`src/rtl/cpu_io_target_if.sv`:
```
// Bus bundle between the embedded CPU I/O path / event consumer and cpu_io_target.
// slave = target view, master = CPU + consumer view.
`timescale 1ns/1ps
interface cpu_io_target_if #(parameter int NREG = 8);
  logic [15:0]        op;
  logic [31:0]        tos;
  logic               rdReg;
  logic               wrReg;
  logic               wrReg2;
  logic               wrEvt;
  logic               wrEvt2;
  logic               wrEvtL;
  logic [15:0]        par;
  logic [NREG*32-1:0] regs_a;
  logic [NREG*32-1:0] regs_b;
  logic               evt_valid;
  logic               evt_ready;
  logic [11:0]        evt_sel;
  logic [31:0]        evt_data;
  logic [15:0]        evt_ts;
  logic               evt_ovfl;

  modport slave (
    input  op, tos, rdReg, wrReg, wrReg2, wrEvt, wrEvt2, wrEvtL, evt_ready,
    output par, regs_a, regs_b, evt_valid, evt_sel, evt_data, evt_ts, evt_ovfl
  );

  modport master (
    output op, tos, rdReg, wrReg, wrReg2, wrEvt, wrEvt2, wrEvtL, evt_ready,
    input  par, regs_a, regs_b, evt_valid, evt_sel, evt_data, evt_ts, evt_ovfl
  );
endinterface

```
`src/rtl/cpu_io_target.sv`:
```
// cpu_io_target: CPU I/O responder. Two banks of 32-bit control registers written
// through one-hot selects, a combinational read mux (par) with a FIFO status word on
// select 10, and an event FIFO drained by a valid/ready consumer.
// Optional: CPU_IO_EVT_TIMESTAMP_EN adds a 16-bit free-running cycle counter whose
// value at the push edge travels with each event on evt_ts.
`timescale 1ns/1ps
module cpu_io_target #(
  parameter int NREG      = 8,
  parameter int EVT_DEPTH = 16
) (
  input logic            clk,
  input logic            rst_n,
  cpu_io_target_if.slave bus
);
  localparam int AW = (EVT_DEPTH > 1) ? $clog2(EVT_DEPTH) : 1;
  localparam int CW = AW + 1;
`ifdef CPU_IO_EVT_TIMESTAMP_EN
  localparam int EW = 60;
`else
  localparam int EW = 44;
`endif
  localparam logic [AW-1:0] P_ONE  = 1;
  localparam logic [CW-1:0] C_ONE  = 1;
  localparam logic [CW-1:0] C_FULL = CW'(EVT_DEPTH);

  logic [31:0]   r_a [NREG];
  logic [31:0]   r_b [NREG];
  logic [EW-1:0] r_mem [EVT_DEPTH];
  logic [AW-1:0] r_wp, r_rp;
  logic [CW-1:0] r_count;
  logic          r_ovfl;

  logic          w_full, w_empty, w_push, w_pop, w_wen, w_ovf, w_clr;
  logic [10:0]   w_sel;
  logic [EW-1:0] w_entry, w_head;
  logic [4:0]    w_cnt5;
  logic [15:0]   w_status, w_par;

  assign w_full  = (r_count == C_FULL);
  assign w_empty = (r_count == '0);
  assign w_push  = bus.wrEvt | bus.wrEvt2 | bus.wrEvtL;
  assign w_pop   = !w_empty & bus.evt_ready;
  // a pop on the same edge frees the slot, so a full FIFO still accepts the push
  assign w_wen   = w_push & (!w_full | w_pop);
  assign w_ovf   = w_push & w_full & !w_pop;
  assign w_clr   = bus.rdReg & bus.op[10];
  // loop events carry selects 10:1 only; bit 0 is forced low
  assign w_sel   = bus.wrEvtL ? {bus.op[10:1], 1'b0} : bus.op[10:0];
  assign w_head  = r_mem[r_rp];

`ifdef CPU_IO_EVT_TIMESTAMP_EN
  logic [15:0] r_ts;
  // free-running cycle counter, wraps naturally
  always_ff @(posedge clk or negedge rst_n)
    if (!rst_n) r_ts <= '0;
    else        r_ts <= r_ts + 16'd1;
  assign w_entry    = {bus.wrEvt2, w_sel, bus.tos, r_ts};
  assign bus.evt_ts = w_empty ? 16'd0 : w_head[15:0];
`else
  assign w_entry    = {bus.wrEvt2, w_sel, bus.tos};
  assign bus.evt_ts = 16'd0;
`endif

  // head fields are gated so an empty FIFO presents zeros instead of stale storage
  assign bus.evt_valid = !w_empty;
  assign bus.evt_sel   = w_empty ? 12'd0 : w_head[EW-1 -: 12];
  assign bus.evt_data  = w_empty ? 32'd0 : w_head[EW-13 -: 32];
  assign bus.evt_ovfl  = r_ovfl;

  // bank writes: every hot select below NREG takes tos
  always_ff @(posedge clk or negedge rst_n)
    if (!rst_n) begin
      for (int i = 0; i < NREG; i++) begin
        r_a[i] <= '0;
        r_b[i] <= '0;
      end
    end else begin
      for (int i = 0; i < NREG; i++) begin
        if (bus.wrReg  && bus.op[i]) r_a[i] <= bus.tos;
        if (bus.wrReg2 && bus.op[i]) r_b[i] <= bus.tos;
      end
    end

  for (genvar g = 0; g < NREG; g++) begin : g_pack
    assign bus.regs_a[32*g +: 32] = r_a[g];
    assign bus.regs_b[32*g +: 32] = r_b[g];
  end

  // event storage, no reset needed: contents are only visible while count > 0
  always_ff @(posedge clk)
    if (w_wen) r_mem[r_wp] <= w_entry;

  // pointers, occupancy and sticky overflow (a new overflow beats the clearing read)
  always_ff @(posedge clk or negedge rst_n)
    if (!rst_n) begin
      r_wp    <= '0;
      r_rp    <= '0;
      r_count <= '0;
      r_ovfl  <= 1'b0;
    end else begin
      if (w_wen) r_wp <= r_wp + P_ONE;
      if (w_pop) r_rp <= r_rp + P_ONE;
      if (w_wen && !w_pop)      r_count <= r_count + C_ONE;
      else if (!w_wen && w_pop) r_count <= r_count - C_ONE;
      if (w_ovf)      r_ovfl <= 1'b1;
      else if (w_clr) r_ovfl <= 1'b0;
    end

  // status count field is 5 bits regardless of depth
  always_comb begin
    w_cnt5 = '0;
    for (int k = 0; k < 5 && k < CW; k++) w_cnt5[k] = r_count[k];
  end

  assign w_status = {r_ovfl, w_full, w_empty, 8'b0, w_cnt5};

  // read mux: OR of all hot sources, zero when not reading
  always_comb begin
    w_par = '0;
    if (bus.rdReg) begin
      for (int i = 0; i < NREG; i++)
        if (bus.op[i]) w_par = w_par | r_a[i][15:0];
      if (bus.op[10]) w_par = w_par | w_status;
    end
  end

  assign bus.par = w_par;
endmodule
```
`src/flat_wrapper.sv`:
```
// flat-port wrapper written by rule: the top's interface ports become plain ports
module cpu_io_target_flat 
#(
  parameter int NREG      = 8,
  parameter int EVT_DEPTH = 16
)
  (clk, rst_n, bus_op, bus_tos, bus_rdReg, bus_wrReg, bus_wrReg2, bus_wrEvt, bus_wrEvt2, bus_wrEvtL, bus_evt_ready, bus_par, bus_regs_a, bus_regs_b, bus_evt_valid, bus_evt_sel, bus_evt_data, bus_evt_ts, bus_evt_ovfl);
  cpu_io_target_if #(.NREG(NREG)) bus_i ();
  input logic clk;
  input logic rst_n;
  input wire logic [$bits(bus_i.op)-1:0] bus_op;
  input wire logic [$bits(bus_i.tos)-1:0] bus_tos;
  input wire logic [$bits(bus_i.rdReg)-1:0] bus_rdReg;
  input wire logic [$bits(bus_i.wrReg)-1:0] bus_wrReg;
  input wire logic [$bits(bus_i.wrReg2)-1:0] bus_wrReg2;
  input wire logic [$bits(bus_i.wrEvt)-1:0] bus_wrEvt;
  input wire logic [$bits(bus_i.wrEvt2)-1:0] bus_wrEvt2;
  input wire logic [$bits(bus_i.wrEvtL)-1:0] bus_wrEvtL;
  input wire logic [$bits(bus_i.evt_ready)-1:0] bus_evt_ready;
  output wire logic [$bits(bus_i.par)-1:0] bus_par;
  output wire logic [$bits(bus_i.regs_a)-1:0] bus_regs_a;
  output wire logic [$bits(bus_i.regs_b)-1:0] bus_regs_b;
  output wire logic [$bits(bus_i.evt_valid)-1:0] bus_evt_valid;
  output wire logic [$bits(bus_i.evt_sel)-1:0] bus_evt_sel;
  output wire logic [$bits(bus_i.evt_data)-1:0] bus_evt_data;
  output wire logic [$bits(bus_i.evt_ts)-1:0] bus_evt_ts;
  output wire logic [$bits(bus_i.evt_ovfl)-1:0] bus_evt_ovfl;
  assign bus_i.op = bus_op;
  assign bus_i.tos = bus_tos;
  assign bus_i.rdReg = bus_rdReg;
  assign bus_i.wrReg = bus_wrReg;
  assign bus_i.wrReg2 = bus_wrReg2;
  assign bus_i.wrEvt = bus_wrEvt;
  assign bus_i.wrEvt2 = bus_wrEvt2;
  assign bus_i.wrEvtL = bus_wrEvtL;
  assign bus_i.evt_ready = bus_evt_ready;
  assign bus_par = bus_i.par;
  assign bus_regs_a = bus_i.regs_a;
  assign bus_regs_b = bus_i.regs_b;
  assign bus_evt_valid = bus_i.evt_valid;
  assign bus_evt_sel = bus_i.evt_sel;
  assign bus_evt_data = bus_i.evt_data;
  assign bus_evt_ts = bus_i.evt_ts;
  assign bus_evt_ovfl = bus_i.evt_ovfl;
  cpu_io_target #(.NREG(NREG), .EVT_DEPTH(EVT_DEPTH)) u_core (.clk(clk), .rst_n(rst_n), .bus(bus_i));
endmodule
```
`config.mk`:
```
export PLATFORM = sky130hd
export DESIGN_NAME = cpu_io_target_flat
export DESIGN_NICKNAME = d
export VERILOG_FILES = /design/src/rtl/cpu_io_target_if.sv /design/src/rtl/cpu_io_target.sv /design/src/flat_wrapper.sv
export SDC_FILE = /design/constraint.sdc
export NUM_CORES = 1
export LEC_CHECK = 0
export ABC_CLOCK_PERIOD_IN_PS = 3500
export CORE_MARGIN = 5
export CORE_UTILIZATION = 50
export DETAILED_ROUTE_END_ITERATION = 10
export PLACE_DENSITY = 0.77
export SKIP_LAST_GASP = 1
export SLEW_MARGIN = 20
export SYNTH_ARGS = -nofsm -noshare
export SYNTH_HDL_FRONTEND = slang
export SYNTH_SLANG_ARGS = --single-unit
```
`constraint.sdc`:
```
create_clock -name clk -period 3.5 [get_ports clk]
set_clock_uncertainty 0.1 [all_clocks]
set_input_delay 0.7 -clock clk [delete_from_list [all_inputs] [get_ports clk]]
set_output_delay 0.7 -clock clk [all_outputs]
set_load 0.01 [all_outputs]
```
Yosys cells after proc, flatten, opt, wreduce, memory -nomap -nowiden
Memory sizes are Yosys's and may differ from the RTL's.
Cells that the tools add are included.
- register bits: 526
- memory bits (writable): 704
- input port bits: 57
- word-level logic and storage cells: 94
- memories kept: 1
- memory list (name ; depth ; bits a word ; read ports ; clocked after memory_dff ; wr ports ; line ; RTL):
    u_core.r_mem ; 16 ; 44 ; 1 ; 0 ; 1 ; cpu_io_target.sv:28 ; logic [EW-1:0] r_mem [EVT_DEPTH];
- $add $sub $neg: 4
- equality and inequality tests: 1
- multiplexer cells: 27
- bitwise gates (word level): 16
- reduce and logical (&&, ||, !) cells: 25
- operator list (kind ; count):
    $mux W16 ; 18
    $or A16 B16 Y16 ; 8
    $mux W32 ; 1
    $logic_and A1 B1 Y1 ; 18
    $mux W12 ; 1
    $mux W5 ; 2
    $add A4 B1 Y4 const B ; 2
    $add A5 B1 Y5 const B ; 1
    $and A1 B1 Y1 ; 5
    $eq A5 B5 Y1 const B ; 1
    $logic_not A5 Y1 ; 1
    $mux W1 ; 5
    $sub A5 B1 Y5 const B ; 1
    $logic_not A1 Y1 ; 4
    $reduce_bool A2 Y1 ; 2
    $or A1 B1 Y1 ; 3

Logic depth before layout (Yosys ltp)
Gate-level depths: netlist of run 1.
- depth in word-level cells: 26
- depth in mapped cells: 9
- gate-level depth less buffers: 9

Worst setup path after synthesis of run 1
Ideal clock, no wire load.
- kind: input port to flip-flop
- from: in bus_wrEvt2
- to: mem u_core.r_mem[12][0], enable pin
- setup time: 0.446 ns
- arrival: 3.138 ns
- required time: 2.954 ns
- path slack: -0.184 ns
- stages on the path: 4
- path buffers: 0
- cells stage by stage: nor3_1 > a31oi_2 > nand3_1 > nor2_1
- longest elaborated chain between the ends: 5
- RTL lines (what ; line ; RTL):
    start: declaration ; flat_wrapper.sv:17 ; input wire logic [$bits(bus_i.wrEvt2)-1:0] bus_wrEvt2;
    $or A1 B1 Y1 (2 in series) ; cpu_io_target.sv:41 ; assign w_push = bus.wrEvt | bus.wrEvt2 | bus.wrEvtL;
    $and A1 B1 Y1 ; cpu_io_target.sv:44 ; assign w_wen = w_push & (!w_full | w_pop);
    net u_core.w_wen ; cpu_io_target.sv:33 ; logic w_full, w_empty, w_push, w_pop, w_wen, w_ovf, w_clr;
    $mux W1 ; cpu_io_target.sv:91 ; if (w_wen) r_mem[r_wp] <= w_entry;
    $mux W1 (not written as such) ; cpu_io_target.sv:91 ;
    end: declaration ; cpu_io_target.sv:28 ;
The timed path passes the listed nets, and every way through them passes these cells.

Worst setup path after layout of run 1
- from: reg u_core.r_rp[1]
- to: out bus_evt_data[16]
- longest elaborated chain between the ends: 2
- RTL lines (what ; line ; RTL):
    start: declaration ; cpu_io_target.sv:29 ; logic [AW-1:0] r_wp, r_rp;
    start signal: assignment ; cpu_io_target.sv:102 ; if (w_pop) r_rp <= r_rp + P_ONE;
    $mem_v2 Z16 W44 ; n/a ;
    $mux W32 ; cpu_io_target.sv:67 ; assign bus.evt_data = w_empty ? 32'd0 : w_head[EW-13 -: 32];
    end: declaration ; flat_wrapper.sv:25 ; output wire logic [$bits(bus_i.evt_data)-1:0] bus_evt_data;
No other way between the ends.

==> metrics.yaml, run 1 <==
grt:
  first_global_vias: 30555
  grt_overflow: 0
  antenna_found_initial: 8
  grt_pass1_wl_um: 218000
  track_usage_pct: 29.0
  grt_max_degree: 91
synth:
  ys_seq_area_share_pct: 72.1
  ys_warn_count: 0
  yosysMostFrequentCell: "edfxtp_1"
  netlist_top_cells_area: "edfxtp_1 44%, dfrtp_1 28%, mux2_2 13%"
  synth-edff-count: 704
  synth_seq_cells: 1230
  synth.top_cell.area_share_pct: 44.4
  synth_cell_types: 42
  yosys-top-cells-count: "704 x edfxtp_1, 558 x mux2_2, 526 x dfrtp_1"
  synth_ff_type: "edfxtp_1"
  syn_inst: 2511
  ys_async_sr_fraction_pct: 42.8
  synth.cell_area_um2: 47600
  synth.avg_cell_area_um2: 18.9
  yosysTopAreaCell: "edfxtp_1"
finish:
  stdcell_count: 4685
  nets: 3383
  final_core_util_pct: 65.7
  area_growth_pct: 30.8
  fill_cells: 6141
  finalInstanceArea_um2: 62200
  drive_above_1_share_pct: 38.4
critical_path:
  startpoint_type: "flop"
  critPathArrivalTime_ps: 2820
  end_kind: "primary output"
  rr_worst_depth: 10
  r2r_end: "u_core.r_count[4]"
  r2r_setup_slack_ps: 90
  crit_fanout: 7
  rr_startpoint: "u_core.r_count[0]"
  crit_type: "flop to primary output"
  required_ps: 2700
timing:
  rsz0062_at_grt: "yes"
  slew_violations: 0
  tightest_slew_ps: 1130
  setup_viol_count_final: 23
  max_freq_ghz: 0.276
  fin_crit_sh_pct: 103
  whs_ps: 340
  slew_headroom_pct: 24.6
  post-route-min-period_ps: 3620
  final_hold_viol_count: 0
  worst_slack_ps: -120
floorplanning:
  die_h_um: 318
  fp.dieW_um: 318
  initial_core_util_pct: 50.2
  rows: 113
  io_pins: 647
  die_area_um2: 101000
  core_um2: 94700
cts:
  cts_sinks: 1230
  clk_latency_ps: 740
  cts_buffers: 120
  root_buffer: "clkbuf_16"
  cts_buffer_depth: 3
  clk_pin_slew_ps: 60
  tritoncts: "built"
  cts-htree-levels: 3
power_and_ir_drop:
  leakagePower_uw: 0.0234
  irDropWorstVdd_mv: 0.627
  power_density_nw_per_um2: 787
  power.total_uw: 49000
routing:
  drc_errors: 0
  num_vias: 28321
  via_per_inst: 6.05
  firstDrtPassIters: 5
  antenna_left: 0
  dr.first_iter.drc_count: 2788
  routed_wl_um: 149000
  routedWlPerCell_um: 31.8
flow_run:
  maxCapViolCount: 0
min_path:
  hold_depth: 2
  hold-path-endpoint: "u_core.r_mem[13][34]"
  min_path_type: "primary input to flop"
  hold_path.startpoint: "bus_op[2]"
place:
  postPlaceCellArea_um2: 56600
  place_congestion: 0.885
  place_hpwl_um: 92500
  io_buffers: 625
  placed_cells: 4394
outcome:
  status: "complete, but fails checks"
  violations: "negative setup slack"
layout by cell type (no fill, tap or decap), drive strengths merged, types with 2 or more instances in the layout:
cell           Yosys  layout
a22o              10      10
and3b              2       2
a21o               2       2
bufinv             0      10
nor2               5       5
a222oi             6       6
a22oi             38      38
clkinv             0      50
mux2             558     558
diode              0       2
clkbuf            74     155
clkinvlp           0       9
a221oi            10      10
o21ai              5       5
nor3               4       4
xor2               2       2
xnor2              7       7
clkdlybuf4s50      0     569
nand2             69      69
and2              13      13
inv               10      13
conb               1      16
mux4             176     176
buf              112     276
bufbuf             0       2
edfxtp           704     704
a41oi              8       8
a31oi              9       9
dfrtp            526     526
ha                 9       9
a21oi              3       3
nor2b              2       2
nand3            137     137
final cells by class:
cell class	count	area, µm²	share of cell area, %
Antenna cell	2	5.00	0.00805
Clock buffer	152	3300	5.30
Clock inverter	72	711	1.14
Inverter	10	37.5	0.0603
Multi-Input combinational cell	1100	13200	21.2
Sequential cell	1230	34300	55.2
Tap cell	1265	1580	2.54
Timing Repair Buffer	854	9090	14.6
worst max-delay path by stage:
stage	start	to	slack, ps	cells after the start
2_1_floorplan	bus_wrEvt2	u_core.r_mem[12][0]	-180	4
3_3_place_gp	bus_wrEvt2	u_core.r_count[4]	-210	11
3_5_place_dp	bus_wrEvt2	u_core.r_count[4]	-190	11
4_1_cts	u_core.r_rp[1]	bus_evt_data[29]	-220	9
5_1_grt	u_core.r_rp[1]	bus_evt_data[0]	-190	9
6_report	u_core.r_rp[1]	bus_evt_data[16]	-120	9
critical path: stages (launching register included):
cell	delay, ps
dfrtp_4	510
buf_12	170
buf_16	140
buf_8	120
buf_8	120
mux4_2	430
mux2_4	300
nand2_4	80
nand3_2	70
buf_6	130
logic make-up after synthesis:
family                   Yosys count  share of synthesized area [%]
buffers and inverters            196                           1.92
other                              1                        0.00788
AO/OA/AOI/OAI                     94                           1.55
adder cells (fa/ha/maj)           10                          0.279
multiplexers                     735                           21.6
flip-flops                      1230                           72.1
XOR/XNOR                           9                          0.166
AND/OR/NAND/NOR                  236                           2.39
flip-flops by register name, summed over array words and instances, names as in the netlist:
| register | flops |
|---|---|
| u_core.r_mem | 704 |
| u_core.bus.regs_a | 256 |
| u_core.bus.regs_b | 256 |
| u_core.r_count | 5 |
| u_core.r_rp | 4 |
| u_core.r_wp | 4 |
| u_core.bus.evt_ovfl | 1 |
per-stage QoR:
| stage | worst slack [ps] | setup TNS, ps |
|---|---|---|
| 3_3_place_gp | -212 | -212 |
| 3_5_place_dp | -187 | -187 |
| 6_report | -120 | -838 |
| 5_1_grt | -189 | -3000 |
| 4_1_cts | -219 | -4270 |
| 2_1_floorplan | -184 | -32310 |
report_power, final:
part	total (µW)	switching (µW)	internal, µW
Sequential	18800	1030	17800
Combinational	17100	8390	8660
Clock	13100	5700	7410
timing repair:
item	in CTS	in global routing
pin swaps	22	19
resized for setup	306	120
setup buffers	46	18
hold endpoints to repair	71	0
endpoints found under the setup margin	47	45
cloned	8	0
hold buffers	1	0
layer usage:
layer | GRT usage [%] | up-vias | wire length [µm]
li1 | - | 11340 | -
met1 | 36.6 | 15153 | 54400
met2 | 47.5 | 1517 | 73900
met3 | 8.76 | 311 | 14100
met4 | 11.6 | 0 | 6700
met5 | 0 | - | 0
Note: power is estimated with default switching activity, not from simulation.
==> run 2: changes to the inputs <==
Settings changed: ABC_CLOCK_PERIOD_IN_PS 3500 to 3800, CORE_UTILIZATION 50 to 55, PLACE_DENSITY 0.77 to 0.8.
Clock period 3.5 ns to 3.8 ns, I/O delays scaled along.
==> metrics.yaml, run 2 (same netlist as run 1, synthesis figures left out) <==
routing:
  via_per_inst: 6.27  # +3.7%
  routed_wl_um: 149000  # about the same
  num_vias: 28196  # -0.44%
  firstDrtPassIters: 6  # +1
  met2WireLength_um: 72600  # -1.8%
  antenna_left: 0  # unchanged
  wl_met3_um: 17300  # +22%
  top_layer_used: "met5"
  dr.first_iter.drc_count: 2622  # -6.0%
  wl_met1_um: 51900  # -4.5%
  drc_errors: 0  # unchanged
  routedWlPerCell_um: 33.2  # +4.3%
timing:
  whs_ps: 403  # +63.3 ps
  slew_violations: 0  # unchanged
  fin_crit_sh_pct: 104
  rsz0062_at_grt: "yes"
  worst_slack_ps: -134  # -14.0 ps
  setup_viol_count_final: 2  # -91%
  slew_headroom_pct: 17.1  # -7.5 points
  post-route-min-period_ps: 3930
  tightest_slew_ps: 1240  # +114 ps
  max_freq_ghz: 0.254
  final_hold_viol_count: 0  # unchanged
power_and_ir_drop:
  irDropWorstVdd_mv: 0.492  # -21%
  power_density_nw_per_um2: 708  # -10%
  leakagePower_uw: 0.0226  # -3.5%
  power.total_uw: 42800  # -13%
critical_path:
  rr_worst_depth: 9  # -1
  startpoint_type: "flop"
  critPathArrivalTime_ps: 3070  # +250 ps
  end_kind: "primary output"
  rr_startpoint: "u_core.r_count[0]"
  crit_fanout: 11  # +4
  r2r_end: "u_core.r_count[4]"
  required_ps: 2940  # +240 ps
  crit_type: "flop to primary output"
  r2r_setup_slack_ps: 400  # +310 ps
finish:
  drive_above_1_share_pct: 34.2  # -4.2 points
  nets: 3314  # -2.0%
  layout_commonest_cell: "edfxtp_1"
  final_cell_mix: "704 x edfxtp_1, 569 x clkdlybuf4s50_1, 557 x mux2_2, 523 x dfrtp_1, 176 x mux4_2"
  finalInstanceArea_um2: 60400  # -2.9%
  final_core_util_pct: 70.6  # +5.0 points
  top_register: "u_core.r_mem"
  area_growth_pct: 27.0
  largest_register_ffs: 704  # unchanged
floorplanning:
  initial_core_util_pct: 55.6  # +5.4 points
  fp.dieW_um: 304  # -4.5%
  die_h_um: 304  # -4.5%
  io_pins: 647  # unchanged
  die_area_um2: 92500  # -8.8%
  rows: 107  # -5.3%
  core_um2: 85500  # -9.7%
place:
  postPlaceCellArea_um2: 56100  # -0.89%
  place_hpwl_um: 91000  # -1.6%
  post-place-ws_ps: 39.7  # +226 ps
  place_congestion: 0.907  # +2.5%
  io_buffers: 625  # unchanged
cts:
  clk_pin_slew_ps: 60  # about the same
  cts_sinks: 1230  # unchanged
  clk_latency_ps: 700  # -40 ps
  tritoncts: "built"
  cts_buffer_depth: 3  # unchanged
  cts_buffers: 117  # -2.5%
  cts-htree-levels: 3  # unchanged
  root_buffer: "clkbuf_16"
grt:
  grt_max_degree: 91  # unchanged
  grt_overflow: 0  # unchanged
  grt_pass1_wl_um: 216000  # -1.1%
  antenna_found_initial: 9  # +1
  track_usage_pct: 31.6  # +2.6 points
  first_global_vias: 30063  # -1.6%
min_path:
  hold_path.startpoint: "u_core.bus.regs_b[177]"
  hold_depth: 1  # -1
  min_path_type: "flop to flop"
  hold-path-endpoint: "u_core.bus.regs_b[177]"
flow_run:
  maxCapViolCount: 0  # unchanged
outcome:
  status: "complete, but fails checks"
  violations: "negative setup slack"
==> run 2: cell count changes in the layout (fill, tap and decap cells not counted), moves of 17 or more <==
cell	change
nand2_4	-20
mux2_4	-36
nand2_1	+39
buf_6	-48
clkinv_1	-20
nand3_1	+37
nand3_2	-21
dlygate4sd2_1	+21
nand2_2	-19
buf_4	-25
buf_12	-17
mux2_2	+36
==> run 2: critical path: stages (launching register included) <==
cell and delay (ps):
dfrtp_4 500, buf_4 150, buf_12 150, mux4_2 530, mux2_2 290, nand2_1 110
nand3_2 150, clkdlybuf4s50_1 510
==> run 2: report_power, final <==
part / switching, µW / internal, µW / total (µW)
Combinational: 6980 / 6500 / 13500
Sequential: 1030 / 16400 / 17400
Clock: 5150 / 6750 / 11900
==> run 2: per-stage QoR <==
step | cells | setup TNS, ps
floorplan | 2526 | 0
global placement | 4244 | 0
detailed placement | 4244 | 0
CTS | 4481 | -1800
global route | 4493 | -557
finish | 4497 | -215
==> run 2: how the worst max path moves through the flow <==
stage	startpoint	to	cells past startpoint
after floorplan	bus_wrEvt2	u_core.r_mem[12][0]	4
after global placement	bus_evt_ready	u_core.r_mem[13][3]	8
after detailed placement	bus_wrEvt2	u_core.r_mem[13][3]	9
after CTS	u_core.r_rp[1]	bus_evt_sel[1]	7
after global routing	u_core.r_rp[1]	bus_evt_sel[1]	7
final	u_core.r_rp[1]	bus_evt_sel[1]	7
==> run 2: final cells by class <==
type	instances	area [µm²]
inverter	10	37.5
tap	1144	1430
clock buffer	162	3280
multi-input combinational	1100	12500
fill	5085	25100
clock inverter	59	668
antenna	4	10.0
sequential	1230	34300
timing repair buffer	788	8160
==> run 2: per-layer routing <==
metal	track usage [%]	vias to the layer above
li1	-	11215
met1	39.9	14814
met2	51.4	1793
met3	10.2	372
met4	12.7	2
met5	0	-
==> run 2: repair_timing <==
item,CTS,global route
hold buffers,1,0
setup endpoints to repair,44,33
hold endpoints to repair,53,0
cloned,2,2
resized for setup,37,30
buffers inserted,14,10
==> run 3: changes to the inputs <==
Settings changed: CTS_CLUSTER_DIAMETER set to 120, SLEW_MARGIN 20 to not set.
==> metrics.yaml, run 3 (same netlist as run 1, synthesis figures left out) <==
cts:
  root_buffer: "clkbuf_16"
  cts_sinks: 1230  # unchanged
  cts_buffers: 117  # unchanged
  tritoncts: "built"
  cts_buffer_depth: 3  # unchanged
  clk_latency_ps: 690  # about the same
  cts-htree-levels: 3  # unchanged
  clk_pin_slew_ps: 60  # about the same
finish:
  final_core_util_pct: 70.8  # +0.20 points
  top_register: "u_core.r_mem"
  area_growth_pct: 27.4
  drive_above_1_share_pct: 34.6  # +0.38 points
  final_cell_mix: "704 x edfxtp_1, 571 x clkdlybuf4s50_1, 556 x mux2_2, 523 x dfrtp_1, 176 x mux4_2"
  stdcell_count: 4498  # +0.022%
  largest_register_ffs: 704  # unchanged
  layout_commonest_cell: "edfxtp_1"
  nets: 3314  # unchanged
timing:
  slew_headroom_pct: 10.6  # -6.5 points
  fin_crit_sh_pct: 102  # -1.8 points
  final_hold_viol_count: 0  # unchanged
  rsz0062_at_grt: "yes"
  worst_slack_ps: -66.6  # +67.2 ps
  max_freq_ghz: 0.259  # +1.7%
  tightest_slew_ps: 1340  # +96.1 ps
  slew_violations: 0  # unchanged
  post-route-min-period_ps: 3870  # -67.2 ps
  setup_viol_count_final: 7  # +5
grt:
  grt_max_degree: 91  # unchanged
  first_global_vias: 30385  # +1.1%
  track_usage_pct: 32.7  # +1.2 points
  grt_pass1_wl_um: 222000  # +3.1%
  antenna_found_initial: 6  # -3
  grt_overflow: 0  # unchanged
place:
  io_buffers: 625  # unchanged
  place_hpwl_um: 91100  # about the same
  placed_cells: 4244  # unchanged
  place_congestion: 0.907  # unchanged
  post-place-ws_ps: 32.6  # -7.09 ps
critical_path:
  critPathArrivalTime_ps: 3010  # -60 ps
  startpoint_type: "flop"
  required_ps: 2940  # about the same
  crit_type: "flop to primary output"
  crit_fanout: 33  # +22
  end_kind: "primary output"
min_path:
  min_path_type: "flop to flop"
power_and_ir_drop:
  leakagePower_uw: 0.0225  # about the same
  p_int_uw: 29900  # +1.0%
  clockPowerShare_pct: 28.1  # +0.3 points
  switching_share_pct: 30.9  # +0.18 points
  p_sw_uw: 13400  # +1.9%
  power_density_nw_per_um2: 715  # +0.98%
  seq_power_share_pct: 40.3  # -0.4 points
  irDropWorstVdd_mv: 0.502  # +2.0%
  p_comb_share_pct: 31.5  # about the same
routing:
  dr.first_iter.drc_count: 2967  # +13%
  firstDrtPassIters: 6  # unchanged
  via_per_inst: 6.32  # +0.78%
  antenna_left: 0  # unchanged
  routed_wl_um: 153000  # +2.3%
  drc_errors: 0  # unchanged
  routedWlPerCell_um: 33.9  # +2.3%
  num_vias: 28422  # +0.80%
flow_run:
  maxCapViolCount: 0  # unchanged
floorplanning:
  die_h_um: 304  # unchanged
  rows: 107  # unchanged
  fp.dieW_um: 304  # unchanged
  io_pins: 647  # unchanged
  core_um2: 85500  # unchanged
  initial_core_util_pct: 55.6  # unchanged
  die_area_um2: 92500  # unchanged
outcome:
  status: "complete, but fails checks"
  violations: "negative setup slack"
run 3: layout make-up:
type,instances,area [µm²]
flip-flops and latches,1230,34300
fillers,5065,24900
multi-input cells,1100,12500
repair buffers,788,8220
clock buffers,152,3220
well taps,1144,1430
clock inverters,70,826
inverters,10,37.5
diodes,4,10.0
run 3: stage by stage:
step	TNS (ps)	hold WS, ps	total power (µW)	instance area, µm²
final	-151	404	43300	60600
after global placement	0	389	30300	56100
after global routing	-1050	417	44800	60600
after detailed placement	0	393	30600	56100
after floorplan	0	364	24200	47600
after CTS	-2040	405	43200	60500
run 3: final timing paths:
kind | from | slack [ps] | depth (start not counted) | to
worst min-delay path | u_core.bus.regs_b[177] | 400 | 1 | u_core.bus.regs_b[177]
max in group asynchronous | rst_n | 2100 | 3 | u_core.bus.regs_a[96]
worst max-delay path | u_core.r_rp[3] | -70 | 6 | bus_evt_sel[2]
worst max register to register | u_core.r_count[0] | 460 | 9 | u_core.r_count[4]
worst min register to register | u_core.bus.regs_b[177] | 400 | 1 | u_core.bus.regs_b[177]
min in group asynchronous | rst_n | 500 | 2 | u_core.bus.regs_b[9]
run 3: power groups by stage:
stage                     sequential [µW]  clock, µW  combinational (µW)
after floorplan                     17700          0                6510
after global placement              17500          0               12800
after detailed placement            17700          0               13000
after CTS                           17400      12200               13500
after global routing                17600      12900               14300
final                               17500      12200               13700
run 3: layer usage:
layer / part of all wire, % / wire [µm] / up-vias / global-route usage, %
met5: 0.018 / 27 / - / 0
met4: 5.3 / 8090 / 4 / 14.4
met3: 11 / 17200 / 370 / 10.0
met2: 49 / 74800 / 1885 / 53.5
met1: 34 / 52600 / 14966 / 40.9
li1: - / - / 11197 / -
run 3: repair_timing:
action / in CTS / in global routing
setup endpoints to repair: 44 / 30
resized for setup: 68 / 27
cloned: 5 / 2
endpoints found under the hold margin: 53 / 0
setup buffers: 14 / 6
hold buffers: 1 / 0
pin swaps: 1 / 1
run 3: critical path, stage by stage, from the launching register on:
cell,delay (ps)
dfrtp_4,600
buf_12,280
mux4_2,340
mux2_2,320
nand2_1,110
nand3_1,140
clkdlybuf4s50_1,510
